## config.mk

```make
export PLATFORM = sky130hd
export DESIGN_NAME = branch_checkpoint_queue
export DESIGN_NICKNAME = d
export VERILOG_FILES = /design/src/rtl/bp_pkg.sv /design/src/rtl/branch_checkpoint_queue.sv
export SDC_FILE = /design/constraint.sdc
export NUM_CORES = 1
export LEC_CHECK = 0
export BUFFER_PORTS_ARGS = -buffer_cell sky130_fd_sc_hd__buf_2
export CAP_MARGIN = 20
export CORE_MARGIN = 3
export CORE_UTILIZATION = 25
export CTS_CLUSTER_DIAMETER = 200
export DETAILED_ROUTE_END_ITERATION = 8
export PLACE_DENSITY_LB_ADDON = 0.2
export RECOVER_POWER = 50
export SYNTH_ARGS = -nofsm -noshare
export SYNTH_HDL_FRONTEND = slang
export SYNTH_SLANG_ARGS = --single-unit
```

## constraint.sdc

```tcl
create_clock -name clock -period 16.55 [get_ports clock]
set_input_delay 3.31 -clock clock [delete_from_list [all_inputs] [get_ports clock]]
set_output_delay 3.31 -clock clock [all_outputs]
set_load 0.005 [all_outputs]
```

## src/rtl/bp_pkg.sv

```systemverilog
`default_nettype none
// ============================================================================
// Module      : bp_pkg
// Description : Shared types and helpers for the branch checkpoint queue.
// Revision    : 1.0 - initial release
// ============================================================================
package bp_pkg;

    localparam int HISTORY_BITS_DEFAULT = 8;
    localparam int PC_STEP              = 4;

    // ghr is stored at the predictor's fixed history width.
    typedef struct packed {
        logic [31:0]                     pc;
        logic                            pred_taken;
        logic [31:0]                     pred_target;
        logic [HISTORY_BITS_DEFAULT-1:0] ghr;
    } bp_checkpoint_t;

    // True when tag was allocated after ref_tag, ages measured from head (mod depth).
    function automatic logic is_younger(input int tag, input int ref_tag,
                                        input int head, input int depth);
        int tag_age;
        int ref_age;
        tag_age = (tag - head) & (depth - 1);
        ref_age = (ref_tag - head) & (depth - 1);
        return tag_age > ref_age;
    endfunction

endpackage
`default_nettype wire

```

## src/rtl/branch_checkpoint_queue.sv

```systemverilog
`default_nettype none
// ============================================================================
// Module      : branch_checkpoint_queue
// Description : Records predicted branches at fetch, checks them at resolve,
//               trains/recovers the predictor and squashes wrong-path entries.
// Revision    : 1.0 - initial release
// ============================================================================
module branch_checkpoint_queue
    import bp_pkg::*;
#(
    parameter int  DEPTH        = 8,
    parameter int  HISTORY_BITS = HISTORY_BITS_DEFAULT,
    localparam int TAG_BITS     = $clog2(DEPTH)
) (
    input  logic                    clock,
    input  logic                    reset,

    input  logic                    alloc_valid,
    input  logic [31:0]             alloc_pc,
    input  logic                    alloc_pred_taken,
    input  logic [31:0]             alloc_pred_target,
    input  logic [HISTORY_BITS-1:0] alloc_ghr,
    output logic                    alloc_ready,
    output logic [TAG_BITS-1:0]     alloc_tag,

    input  logic                    resolve_valid,
    input  logic [TAG_BITS-1:0]     resolve_tag,
    input  logic                    resolve_taken,
    input  logic [31:0]             resolve_target,

    output logic                    update_en,
    output logic [31:0]             update_pc,
    output logic                    update_taken,
    output logic [31:0]             update_target,
    output logic                    mispredict,
    output logic [HISTORY_BITS-1:0] recover_ghr,
    output logic [TAG_BITS:0]       count
);

    localparam int                    c_ptr_bits = TAG_BITS + 1;
    localparam logic [c_ptr_bits-1:0] c_ptr_one  = c_ptr_bits'(1);

    logic [c_ptr_bits-1:0] r_head;
    logic [c_ptr_bits-1:0] r_tail;
    logic [DEPTH-1:0]      r_valid;
    logic [DEPTH-1:0]      r_done;
    bp_checkpoint_t        r_entry [DEPTH];

    logic [TAG_BITS-1:0]   w_head_idx;
    logic [TAG_BITS-1:0]   w_tail_idx;
    logic [TAG_BITS-1:0]   w_res_dist;
    logic [c_ptr_bits-1:0] w_squash_tail;
    logic                  w_full;
    logic                  w_empty;
    logic                  w_resolve_ok;
    logic                  w_mispredict_now;
    logic                  w_alloc_fire;
    logic                  w_retire;
    logic [DEPTH-1:0]      w_squash;
    logic [DEPTH-1:0]      w_valid_next;
    logic [DEPTH-1:0]      w_done_next;
    bp_checkpoint_t        w_res_entry;
    bp_checkpoint_t        w_alloc_entry;

    assign w_head_idx = r_head[TAG_BITS-1:0];
    assign w_tail_idx = r_tail[TAG_BITS-1:0];
    assign w_empty    = (r_head == r_tail);
    assign w_full     = (w_head_idx == w_tail_idx) && (r_head[TAG_BITS] != r_tail[TAG_BITS]);

    assign w_res_entry      = r_entry[resolve_tag];
    assign w_resolve_ok     = resolve_valid && r_valid[resolve_tag] && !r_done[resolve_tag];
    assign w_mispredict_now = w_resolve_ok &&
                              ((resolve_taken != w_res_entry.pred_taken) ||
                               (resolve_taken && (resolve_target != w_res_entry.pred_target)));

    assign alloc_ready  = !w_full && !w_mispredict_now;
    assign alloc_tag    = w_tail_idx;
    assign count        = r_tail - r_head;
    assign w_alloc_fire = alloc_valid && alloc_ready;
    assign w_retire     = !w_empty && r_valid[w_head_idx] && r_done[w_head_idx];

    // New tail sits just past the mispredicting entry; adding its age to head
    // yields the correct wrap bit.
    assign w_res_dist    = resolve_tag - w_head_idx;
    assign w_squash_tail = r_head + {1'b0, w_res_dist} + c_ptr_one;

    always_comb begin
        w_alloc_entry             = '0;
        w_alloc_entry.pc          = alloc_pc;
        w_alloc_entry.pred_taken  = alloc_pred_taken;
        w_alloc_entry.pred_target = alloc_pred_target;
        w_alloc_entry.ghr         = HISTORY_BITS_DEFAULT'(alloc_ghr);
    end

    always_comb begin
        w_squash = '0;
        for (int i = 0; i < DEPTH; i++) begin
            w_squash[i] = w_mispredict_now &&
                          is_younger(i, int'(resolve_tag), int'(w_head_idx), DEPTH);
        end
    end

    always_comb begin
        w_valid_next = r_valid & ~w_squash;
        w_done_next  = r_done & ~w_squash;
        if (w_retire) begin
            w_valid_next[w_head_idx] = 1'b0;
            w_done_next[w_head_idx]  = 1'b0;
        end
        if (w_resolve_ok) begin
            w_done_next[resolve_tag] = 1'b1;
        end
        if (w_alloc_fire) begin
            w_valid_next[w_tail_idx] = 1'b1;
            w_done_next[w_tail_idx]  = 1'b0;
        end
    end

    always_ff @(posedge clock) begin
        if (reset) begin
            r_head  <= '0;
            r_tail  <= '0;
            r_valid <= '0;
            r_done  <= '0;
        end else begin
            r_valid <= w_valid_next;
            r_done  <= w_done_next;
            if (w_retire) begin
                r_head <= r_head + c_ptr_one;
            end
            if (w_mispredict_now) begin
                r_tail <= w_squash_tail;
            end else if (w_alloc_fire) begin
                r_tail <= r_tail + c_ptr_one;
            end
        end
    end

    // Payload is qualified by r_valid, so it needs no reset.
    always_ff @(posedge clock) begin
        if (w_alloc_fire) begin
            r_entry[w_tail_idx] <= w_alloc_entry;
        end
    end

    always_ff @(posedge clock) begin
        if (reset) begin
            update_en     <= 1'b0;
            mispredict    <= 1'b0;
            update_pc     <= '0;
            update_taken  <= 1'b0;
            update_target <= '0;
            recover_ghr   <= '0;
        end else begin
            update_en  <= w_resolve_ok;
            mispredict <= w_mispredict_now;
            if (w_resolve_ok) begin
                update_pc     <= w_res_entry.pc;
                update_taken  <= resolve_taken;
                update_target <= resolve_taken ? resolve_target
                                               : (w_res_entry.pc + 32'(PC_STEP));
                recover_ghr   <= HISTORY_BITS'(w_res_entry.ghr);
            end
        end
    end

endmodule
`default_nettype wire

```

==> results of run 1 <==
[power by group]
part	internal [mW]	total (mW)	switching (mW)
clock network	0.954	1.64	0.688
logic	0.0950	0.313	0.218
registers	1.93	1.94	0.0173
[layout by cell type (no fill, tap or decap), drive strengths merged, types with 16 or more instances in the layout]
| cell type | n |
|---|---|
| edfxtp | 584 |
| clkbuf | 235 |
| nor2 | 132 |
| nand2 | 115 |
| mux2i | 107 |
| buf | 101 |
| dfxtp | 99 |
| a22oi | 56 |
| mux4 | 54 |
| a21oi | 52 |
| xnor2 | 42 |
| a211oi | 36 |
| o21ai | 36 |
| clkinv | 35 |
| a221oi | 34 |
| nor3 | 34 |
| xor2 | 32 |
| ha | 30 |
| mux2 | 28 |
| inv | 27 |
| and3 | 26 |
| nand3 | 26 |
| o22ai | 16 |
[worst max-delay path by stage]
stage / start / end / slack (ns) / depth (start not counted)
finish: resolve_tag[0] / alloc_ready / 3.62 / 12
detailed placement: resolve_tag[1] / alloc_ready / 5.70 / 11
global route: resolve_tag[0] / alloc_ready / 3.04 / 12
floorplan: resolve_tag[2] / r_entry[1][0]$_DFFE_PP_ / 5.46 / 13
global placement: resolve_tag[1] / alloc_ready / 5.70 / 11
CTS: resolve_tag[1] / alloc_ready / 5.69 / 11
[registers in the layout, indices dropped and copies added (netlist names)]
signal         count
mispredict         1
r_valid            8
update_taken       1
update_target     32
recover_ghr        8
r_entry          584
r_tail             4
r_done             8
update_pc         32
update_en          1
r_head             4
[cell families (layout without fill, tap and decap cells)]
kind of cell               after synthesis  after routing  synth area share
buffers and inverters                  132            404            0.0262
AOI/OAI and AO/OA                      312            312            0.0792
muxes                                  189            189            0.0924
adders and majority gates               33             33            0.0154
DFF                                    683            683             0.689
xor gates and xnor gates                74             74            0.0229
and+or+nand+nor                        416            416            0.0745
other                                    0              7                 0
[critical path: stages]
cell,delay (ns)
buf_6,0.44
clkbuf_1,2.83
buf_4,0.67
mux4_2,0.54
nand2_1,0.08
nand2_1,0.08
xnor2_1,0.20
and3_1,0.19
nand4_1,0.40
o21a_4,0.51
nor2_1,0.13
buf_2,0.12
[per-stage QoR]
step / utilization / total power, mW / setup slack, ns / instances
after global routing: 0.297 / 4.05 / 3.04 / 3600
after detailed placement: 0.277 / 2.30 / 5.70 / 3460
after global placement: 0.277 / 2.30 / 5.70 / 3460
after floorplan: - / 2.15 / 5.46 / 1839
after CTS: 0.299 / 3.95 / 5.69 / 3599
final: 0.297 / 3.90 / 3.62 / 3606
[final cells by class]
type | count | area, µm² | area share
Inverter | 25 | 93.8 | 0.00283
Timing Repair Buffer | 240 | 1160 | 0.0348
Multi-Input combinational cell | 1024 | 8130 | 0.245
Antenna cell | 7 | 17.5 | 0.000528
Sequential cell | 683 | 19500 | 0.588
Clock inverter | 43 | 372 | 0.0112
Tap cell | 1488 | 1860 | 0.0561
Clock buffer | 96 | 2040 | 0.0615
[per-layer routing]
metal	routed length, µm	vias up	track usage
met5	75	-	0
met4	2010	12	0.0350
met3	7940	139	0.0487
met2	41300	624	0.237
met1	41800	8938	0.219
li1	-	7610	-
==> out/results.ini, run 1 <==
[clock_tree]
cts_max_level = 3
clkTransAtPathRegs_ns = 0.05
post_cts_resized = 0
cts_made_buffers = 76
cts.sinks = 683
cts_root_buf = clkbuf_16
ctsHoldBuffers = 0
cts_setup_buffers = 0
cts_tree = built
clock_tree.buffer_depth = 3
clk-insertion-delay-late_ns = 0.63

[logic_synthesis]
ys.flop_type = edfxtp_1
synthMostInstantiatedCell = edfxtp_1
synth.yosys.seq_area_share = 0.689
synth_area_leader_cell = edfxtp_1
synth-async-reset-ratio = 0
synth_area_mm2 = 0.0283
syn_avg_cell_area_um2 = 15.4
yosys-top-cells-count = 584 x edfxtp_1, 131 x nor2_1, 115 x nand2_1, 107 x mux2i_1, 99 x dfxtp_1
syn_inst = 1839
synth_edf_count = 584
synth_fp_nets = 1985
yosysTopAreaCellShare = 0.619
ys_types = 90
synth-seq-cells = 683
synth_top_cells_by_area = edfxtp_1 62%, dfxtp_1 7.0%, mux4_2 4.1%
yosys_warnings = 0

[route]
post-route-drc-count = 0
via_per_inst = 4.80
firstDrtPassIters = 5
vias = 17300
drt-total-wl_mm = 93.1
detail-route-antenna-nets = 0
wl_per_cell_um = 25.8
drt_iter0_drc = 1519

[sta]
grt_setup_unrepaired = false
fin_tns_setup_ns = 0
holdWs_ns = 0.462
min_period_ns = 12.93
finalSetupViolCount = 0
hold_viol_final = 0
slew_violations = 134
clock-skew-final_ns = 0.0267
period_share = 0.781
max_freq_mhz = 77.3
max_slew.worst_pin.slew_ns = 3.95
relSlewSlack = -1.63

[finish]
fin_nets = 2196
fin_area_mm2 = 0.0332
area_growth_pct = 17.2
drive_above_1_share = 0.155
n_fill_cell = 11100

[floorplanning]
core_mm2 = 0.112
io_pins = 196
initial_core_util = 0.254
rows = 122
dieHeight_um = 343
dieArea_mm2 = 0.117
die_width_um = 343

[place]
place_area_mm2 = 0.0309
hpwl_mm = 60.9
place.gp.congestion = 0.832
portBuffers = 195

[run_status]
status = finished, violations left
violations = capacitance limit, slew limit

[global_routing]
antenna_found_initial = 22
overflow = 0
grt_util_all_layers = 0.156
grt_max_degree = 74
grt_pass1_vias = 17200
grt_pass1_wl_mm = 132

[hold_path]
hp-start = update_taken$_SDFFE_PP0P_
hold_path_depth = 2
hold_path_class = reg -> reg
min_to = update_taken$_SDFFE_PP0P_

[job]
maxCapViolations = 3

[critical_path]
cp-start-kind = primary input
cp_max_fo = 53
cp-end-kind = output pin
path_class = in -> out
r2r_end = r_entry[6][70]$_DFFE_PP_
required_ns = 13.24
reg2reg_from = r_entry[3][11]$_DFFE_PP_
r2r_slack_ns = 11.64
arrival_ns = 9.62
ff2ff_path_depth = 10

[power_and_ir_drop]
ir_drop_mv = 0.0623
leakage_nw = 11.0
p_per_area_mw_per_mm2 = 117

Power figures use the tool's default switching activity.
==> run 2, diff against run 1 <==
clock period = 13.1 ns   (was 16.55 ns; I/O delays follow)
==> run 2 against run 1 <==
The run still ends with capacitance limit, slew limit left; largest cell class unchanged; non-clock buffer count unchanged; first-iteration DRC count rose by 0.66%; total power rose by 29%; highest routed layer unchanged.
==> out/results.ini, run 2 (same netlist as run 1, synthesis figures left out) <==
[critical_path]
cp-start-kind = primary input
reg2reg_from = r_entry[1][24]$_DFFE_PP_
cp-end-kind = output pin
ff2ff_path_depth = 11  ; +1
path_class = in -> out
r2r_end = r_entry[6][24]$_DFFE_PP_
cp_max_fo = 62  ; +17%
arrival_ns = 7.68  ; -1.94 ns
r2r_slack_ns = 8.18  ; -3.46 ns
required_ns = 10.48  ; -2.76 ns

[place]
hpwl_mm = 61.3  ; +0.57%
place.gp.congestion = 0.827  ; -0.59%
portBuffers = 195  ; unchanged
pre_cts_slack_ns = 4.03  ; -1.67 ns

[route]
wl_per_cell_um = 26.0  ; +0.83%
drt_iter0_drc = 1529  ; +0.66%
vias = 17200  ; -0.87%
post-route-drc-count = 0  ; unchanged
via_per_inst = 4.76  ; -0.87%
firstDrtPassIters = 5  ; unchanged
drt-total-wl_mm = 93.9  ; +0.83%
detail-route-antenna-nets = 0  ; unchanged

[clock_tree]
cts_root_buf = clkbuf_16
ctsHoldBuffers = 0  ; unchanged
cts_tree = built
cts_setup_buffers = 0  ; unchanged
clkTransAtPathRegs_ns = 0.06  ; about the same
clock_tree.buffer_depth = 3  ; unchanged
clk-insertion-delay-late_ns = 0.64  ; about the same
cts_max_level = 3  ; unchanged
cts.sinks = 683  ; unchanged
cts_made_buffers = 79  ; +3.9%
post_cts_resized = 0  ; unchanged

[global_routing]
grt_pass1_vias = 17300  ; +0.33%
antenna_found_initial = 23  ; +4.5%
overflow = 0  ; unchanged
grt_pass1_wl_mm = 132  ; +0.58%
grt_util_all_layers = 0.157  ; +0.000939
grt_max_degree = 74  ; unchanged

[floorplanning]
rows = 122  ; unchanged
die_width_um = 343  ; unchanged
io_pins = 196  ; unchanged
core_mm2 = 0.112  ; unchanged
dieArea_mm2 = 0.117  ; unchanged
dieHeight_um = 343  ; unchanged
initial_core_util = 0.254  ; unchanged

[sta]
hold_viol_final = 0  ; unchanged
holdWs_ns = 0.462  ; -0.0000500 ns
min_period_ns = 10.30
relSlewSlack = -0.769  ; +0.862
grt_setup_unrepaired = false
slew_violations = 123  ; -8.2%
max_freq_mhz = 97.1
period_share = 0.786
max_slew.worst_pin.slew_ns = 2.65  ; -1.29 ns
fin_tns_setup_ns = 0  ; unchanged
finalSetupViolCount = 0  ; unchanged
clock-skew-final_ns = 0.0387  ; +0.0120 ns
setup_ws_ns = 2.80  ; -0.821 ns

[finish]
reg.largest.list = r_entry x584, update_pc x32, update_target x32
largest_register_ffs = 584  ; unchanged
layout_commonest_cell = edfxtp_1
fin_nets = 2199  ; +0.14%
mostFrequentLayoutCells = 584 x edfxtp_1, 158 x clkbuf_1, 129 x nor2_1
post-route-util = 0.299  ; +0.00154
area_growth_pct = 17.8
n_fill_cell = 11200  ; +0.24%
drive_above_1_share = 0.157  ; +0.00182
largest-register = r_entry

[job]
maxCapViolations = 3  ; unchanged

[power_and_ir_drop]
pwr-share-seq = 0.487  ; -0.012
intPower_mw = 3.86  ; +30%
ir_drop_mv = 0.0839  ; +35%
clkPwrFrac = 0.435  ; +0.014
p_comb_frac = 0.078  ; -0.002
leakage_nw = 11.1  ; +0.71%
swShare = 0.234  ; -0.00251
p_per_area_mw_per_mm2 = 151  ; +29%
power_mw = 5.05  ; +29%
p_switching_mw = 1.18  ; +28%

[run_status]
status = finished, violations left
violations = capacitance limit, slew limit

[hold_path]
min_to = update_pc[31]$_SDFFE_PP0P_
hold_path_class = reg -> reg
hp-start = update_pc[31]$_SDFFE_PP0P_
hold_path_depth = 2  ; unchanged

==> run 2: cell count changes in the layout (fill, tap and decap cells not counted), sizes merged <==
cell and change:
clkinv -16, clkbuf +15, buf +1, bufinv +1
diode -1
==> run 2: cell type report <==
type                    instances  area (µm²)  area share
flip-flops and latches        683       19500       0.585
multi-input cells            1024        8130       0.244
clock buffers                 112        2240      0.0671
well taps                    1488        1860      0.0558
repair buffers                240        1160      0.0347
clock inverters                28         347      0.0104
inverters                      25        93.8     0.00281
diodes                          6        15.0    0.000450
==> run 2: worst max path at each step <==
stage,end,depth (start not counted),startpoint
after CTS,alloc_ready,11,resolve_tag[1]
after global placement,alloc_ready,11,resolve_tag[1]
after global routing,alloc_ready,12,resolve_tag[1]
after floorplan,r_entry[1][0]$_DFFE_PP_,13,resolve_tag[2]
final,alloc_ready,12,resolve_tag[1]
after detailed placement,alloc_ready,11,resolve_tag[1]
==> run 2: power groups by stage <==
stage	Clock (mW)	Combinational, mW	Sequential (mW)
after global routing	2.34	0.429	2.46
after CTS	2.25	0.407	2.46
final	2.19	0.396	2.46
after detailed placement	0	0.406	2.50
after global placement	0	0.403	2.50
after floorplan	0	0.221	2.50
==> run 2: through the flow <==
step	cells	cell area (µm²)
floorplan	1839	28300
global placement	3460	30900
detailed placement	3460	30900
CTS	3600	33500
global route	3601	33300
finish	3606	33400
==> run 2: worst max-delay path: stages <==
cell,delay [ns]
clkbuf_8,0.46
clkbuf_1,1.93
nand2b_1,0.53
o22ai_1,0.34
a221oi_1,0.08
nand2_1,0.14
nand4b_1,0.10
buf_4,0.32
nor2_1,0.31
o21a_4,0.43
nor2_1,0.10
buf_2,0.14
==> run 2: per-layer routing <==
metal / track usage / routed length [µm] / share of wire / vias to the layer above
li1: - / - / - / 7631
met1: 0.222 / 42800 / 0.46 / 8816
met2: 0.234 / 41100 / 0.44 / 586
met4: 0.0339 / 1730 / 0.018 / 16
met5: 0.0114 / 287 / 0.0031 / -
met3: 0.0506 / 7970 / 0.085 / 124
==> run 3, diff against run 2 <==
clock period = 10.1 ns   (was 13.1 ns; I/O delays follow)
==> run 3 against run 2 <==
First-iteration DRC count decreased by 2.2%; non-clock buffer count decreased by 3; register-to-register slack got worse by 2.9 ns; critical endpoint unchanged; largest power group unchanged; the run still ends with capacitance limit, slew limit left; hold slack got worse by 0.0044 ns; total power increased by 30%; critical path depth decreased by 1; worst setup slack got worse by 0.28 ns; via count about the same.
==> out/results.ini, run 3 (same netlist as run 1, synthesis figures left out) <==
[global_routing]
grt_pass1_vias = 17200  ; -0.50%
overflow = 0  ; unchanged
grt_max_degree = 76  ; +2.7%
antenna_found_initial = 18  ; -22%
grt_util_all_layers = 0.156  ; -0.000911
grt_pass1_wl_mm = 131  ; -1.0%

[finish]
n_fill_cell = 11100  ; -0.81%
layout_commonest_cell = edfxtp_1
area_growth_pct = 18.2
largest-register = r_entry
drive_above_1_share = 0.159  ; +0.00212
largest_register_ffs = 584  ; unchanged
register_area_mm2 = 0.0195  ; unchanged
fin_nets = 2193  ; -0.27%
reg.largest.list = r_entry x584, update_pc x32, update_target x32
mostFrequentLayoutCells = 584 x edfxtp_1, 145 x clkbuf_1, 129 x nor2_1
multi_input_area_mm2 = 0.00814  ; +0.11%

[floorplanning]
die_width_um = 343  ; unchanged
initial_core_util = 0.254  ; unchanged
io_pins = 196  ; unchanged
rows = 122  ; unchanged
dieHeight_um = 343  ; unchanged
dieArea_mm2 = 0.117  ; unchanged
core_mm2 = 0.112  ; unchanged

[clock_tree]
cts_tree = built
clk-insertion-delay-late_ns = 0.63  ; about the same
cts.sinks = 683  ; unchanged
cts_max_level = 3  ; unchanged
cts_made_buffers = 76  ; -3.8%
clock_tree.buffer_depth = 3  ; unchanged
clkTransAtPathRegs_ns = 0.06  ; about the same
post_cts_resized = 0  ; unchanged
cts_root_buf = clkbuf_16
ctsHoldBuffers = 0  ; unchanged
cts_setup_buffers = 0  ; unchanged

[critical_path]
r2r_slack_ns = 5.29  ; -2.89 ns
cp-end-kind = output pin
cp_max_fo = 52  ; -16%
required_ns = 8.08  ; -2.40 ns
arrival_ns = 5.56  ; -2.12 ns
path_class = in -> out
cp-start-kind = primary input
ff2ff_path_depth = 9  ; -2

[hold_path]
hold_path_depth = 2  ; unchanged
hold_path_class = reg -> reg

[power_and_ir_drop]
swShare = 0.235  ; +0.000782
p_comb_frac = 0.079  ; about the same
p_switching_mw = 1.54  ; +30%
pwr-share-seq = 0.486  ; about the same
leakage_nw = 11.1  ; +0.11%
ir_drop_mv = 0.143  ; +71%
intPower_mw = 5.01  ; +30%
p_per_area_mw_per_mm2 = 196  ; +29%
clkPwrFrac = 0.435  ; about the same

[sta]
clock-skew-final_ns = 0.0265  ; -0.0123 ns
min_period_ns = 7.58
max_freq_mhz = 132
period_share = 0.751
fin_tns_setup_ns = 0  ; unchanged
relSlewSlack = -1.06  ; -0.290
finalSetupViolCount = 0  ; unchanged
setup_ws_ns = 2.52  ; -0.282 ns
max_slew.worst_pin.slew_ns = 3.09  ; +0.435 ns
grt_setup_unrepaired = false
slew_violations = 135  ; +9.8%
hold_viol_final = 0  ; unchanged

[route]
drt-total-wl_mm = 93.6  ; -0.33%
detail-route-antenna-nets = 0  ; unchanged
post-route-drc-count = 0  ; unchanged
firstDrtPassIters = 5  ; unchanged
via_per_inst = 4.77  ; +0.15%
vias = 17200  ; +0.064%
drt_iter0_drc = 1496  ; -2.2%
wl_per_cell_um = 26.0  ; -0.25%

[run_status]
status = finished, violations left
violations = capacitance limit, slew limit

[place]
place.gp.congestion = 0.800  ; -3.2%
portBuffers = 195  ; unchanged
hpwl_mm = 61.5  ; +0.44%
pre_cts_slack_ns = 2.56  ; -1.47 ns

[job]
maxCapViolations = 3  ; unchanged

run 3: cell types whose count changed in the layout (fill, tap and decap cells not counted), sizes merged:
| cell | before | now |
|---|---|---|
| clkbuf | 250 | 230 |
| clkinv | 19 | 35 |
| buf | 102 | 96 |
| clkinvlp | 1 | 5 |
| bufinv | 6 | 9 |
run 3: layer usage:
metal  wire length, µm  vias up  share of wire  global-route usage
met5                81        -        0.00087                   0
met1             42000     8886           0.45               0.214
met3              8250      107          0.088              0.0545
met4              1630       12          0.017              0.0302
li1                  -     7618              -                   -
met2             41600      561           0.44               0.240
run 3: final timing paths:
check	to	from
min reg2reg	update_target[1]$_SDFFE_PP0P_	update_target[1]$_SDFFE_PP0P_
max reg2reg	update_target[24]$_SDFFE_PP0P_	r_valid[6]$_SDFF_PP0_
min	update_target[1]$_SDFFE_PP0P_	update_target[1]$_SDFFE_PP0P_
max	alloc_ready	resolve_tag[2]
run 3: through the flow:
| step | utilization | hold slack (ns) | cell area (µm²) | instances | total power, mW |
|---|---|---|---|---|---|
| 2_1_floorplan | - | 0.448 | 28300 | 1839 | 3.53 |
| 3_3_place_gp | 0.278 | 0.447 | 31000 | 3456 | 3.77 |
| 3_5_place_dp | 0.278 | 0.446 | 31000 | 3457 | 3.77 |
| 4_1_cts | 0.301 | 0.454 | 33600 | 3597 | 6.64 |
| 5_1_grt | 0.300 | 0.494 | 33400 | 3598 | 6.79 |
| 6_report | 0.300 | 0.458 | 33500 | 3603 | 6.55 |
run 3: power groups by stage:
| stage | logic, mW | registers (mW) | clock network, mW |
|---|---|---|---|
| 2_1_floorplan | 0.287 | 3.24 | 0 |
| 3_3_place_gp | 0.526 | 3.24 | 0 |
| 3_5_place_dp | 0.529 | 3.24 | 0 |
| 4_1_cts | 0.530 | 3.18 | 2.93 |
| 5_1_grt | 0.557 | 3.19 | 3.04 |
| 6_report | 0.517 | 3.18 | 2.85 |
run 3: worst max-delay path: stages:
cell and delay (ns):
buf_4 0.36, buf_4 0.69, and3_1 0.80, nand2_1 0.13
o221ai_1 0.12, xor2_1 0.48, nor4_4 0.07, nand4b_4 0.17
o21a_4 0.39, nor2_1 0.10, buf_2 0.14
run 3: area by class of cell:
cell class | instances | share of cell area
Sequential cell | 683 | 0.583
Timing Repair Buffer | 237 | 0.0373
Inverter | 25 | 0.00280
Clock inverter | 51 | 0.0156
Tap cell | 1488 | 0.0556
Antenna cell | 6 | 0.000449
Clock buffer | 89 | 0.0616
Multi-Input combinational cell | 1024 | 0.243
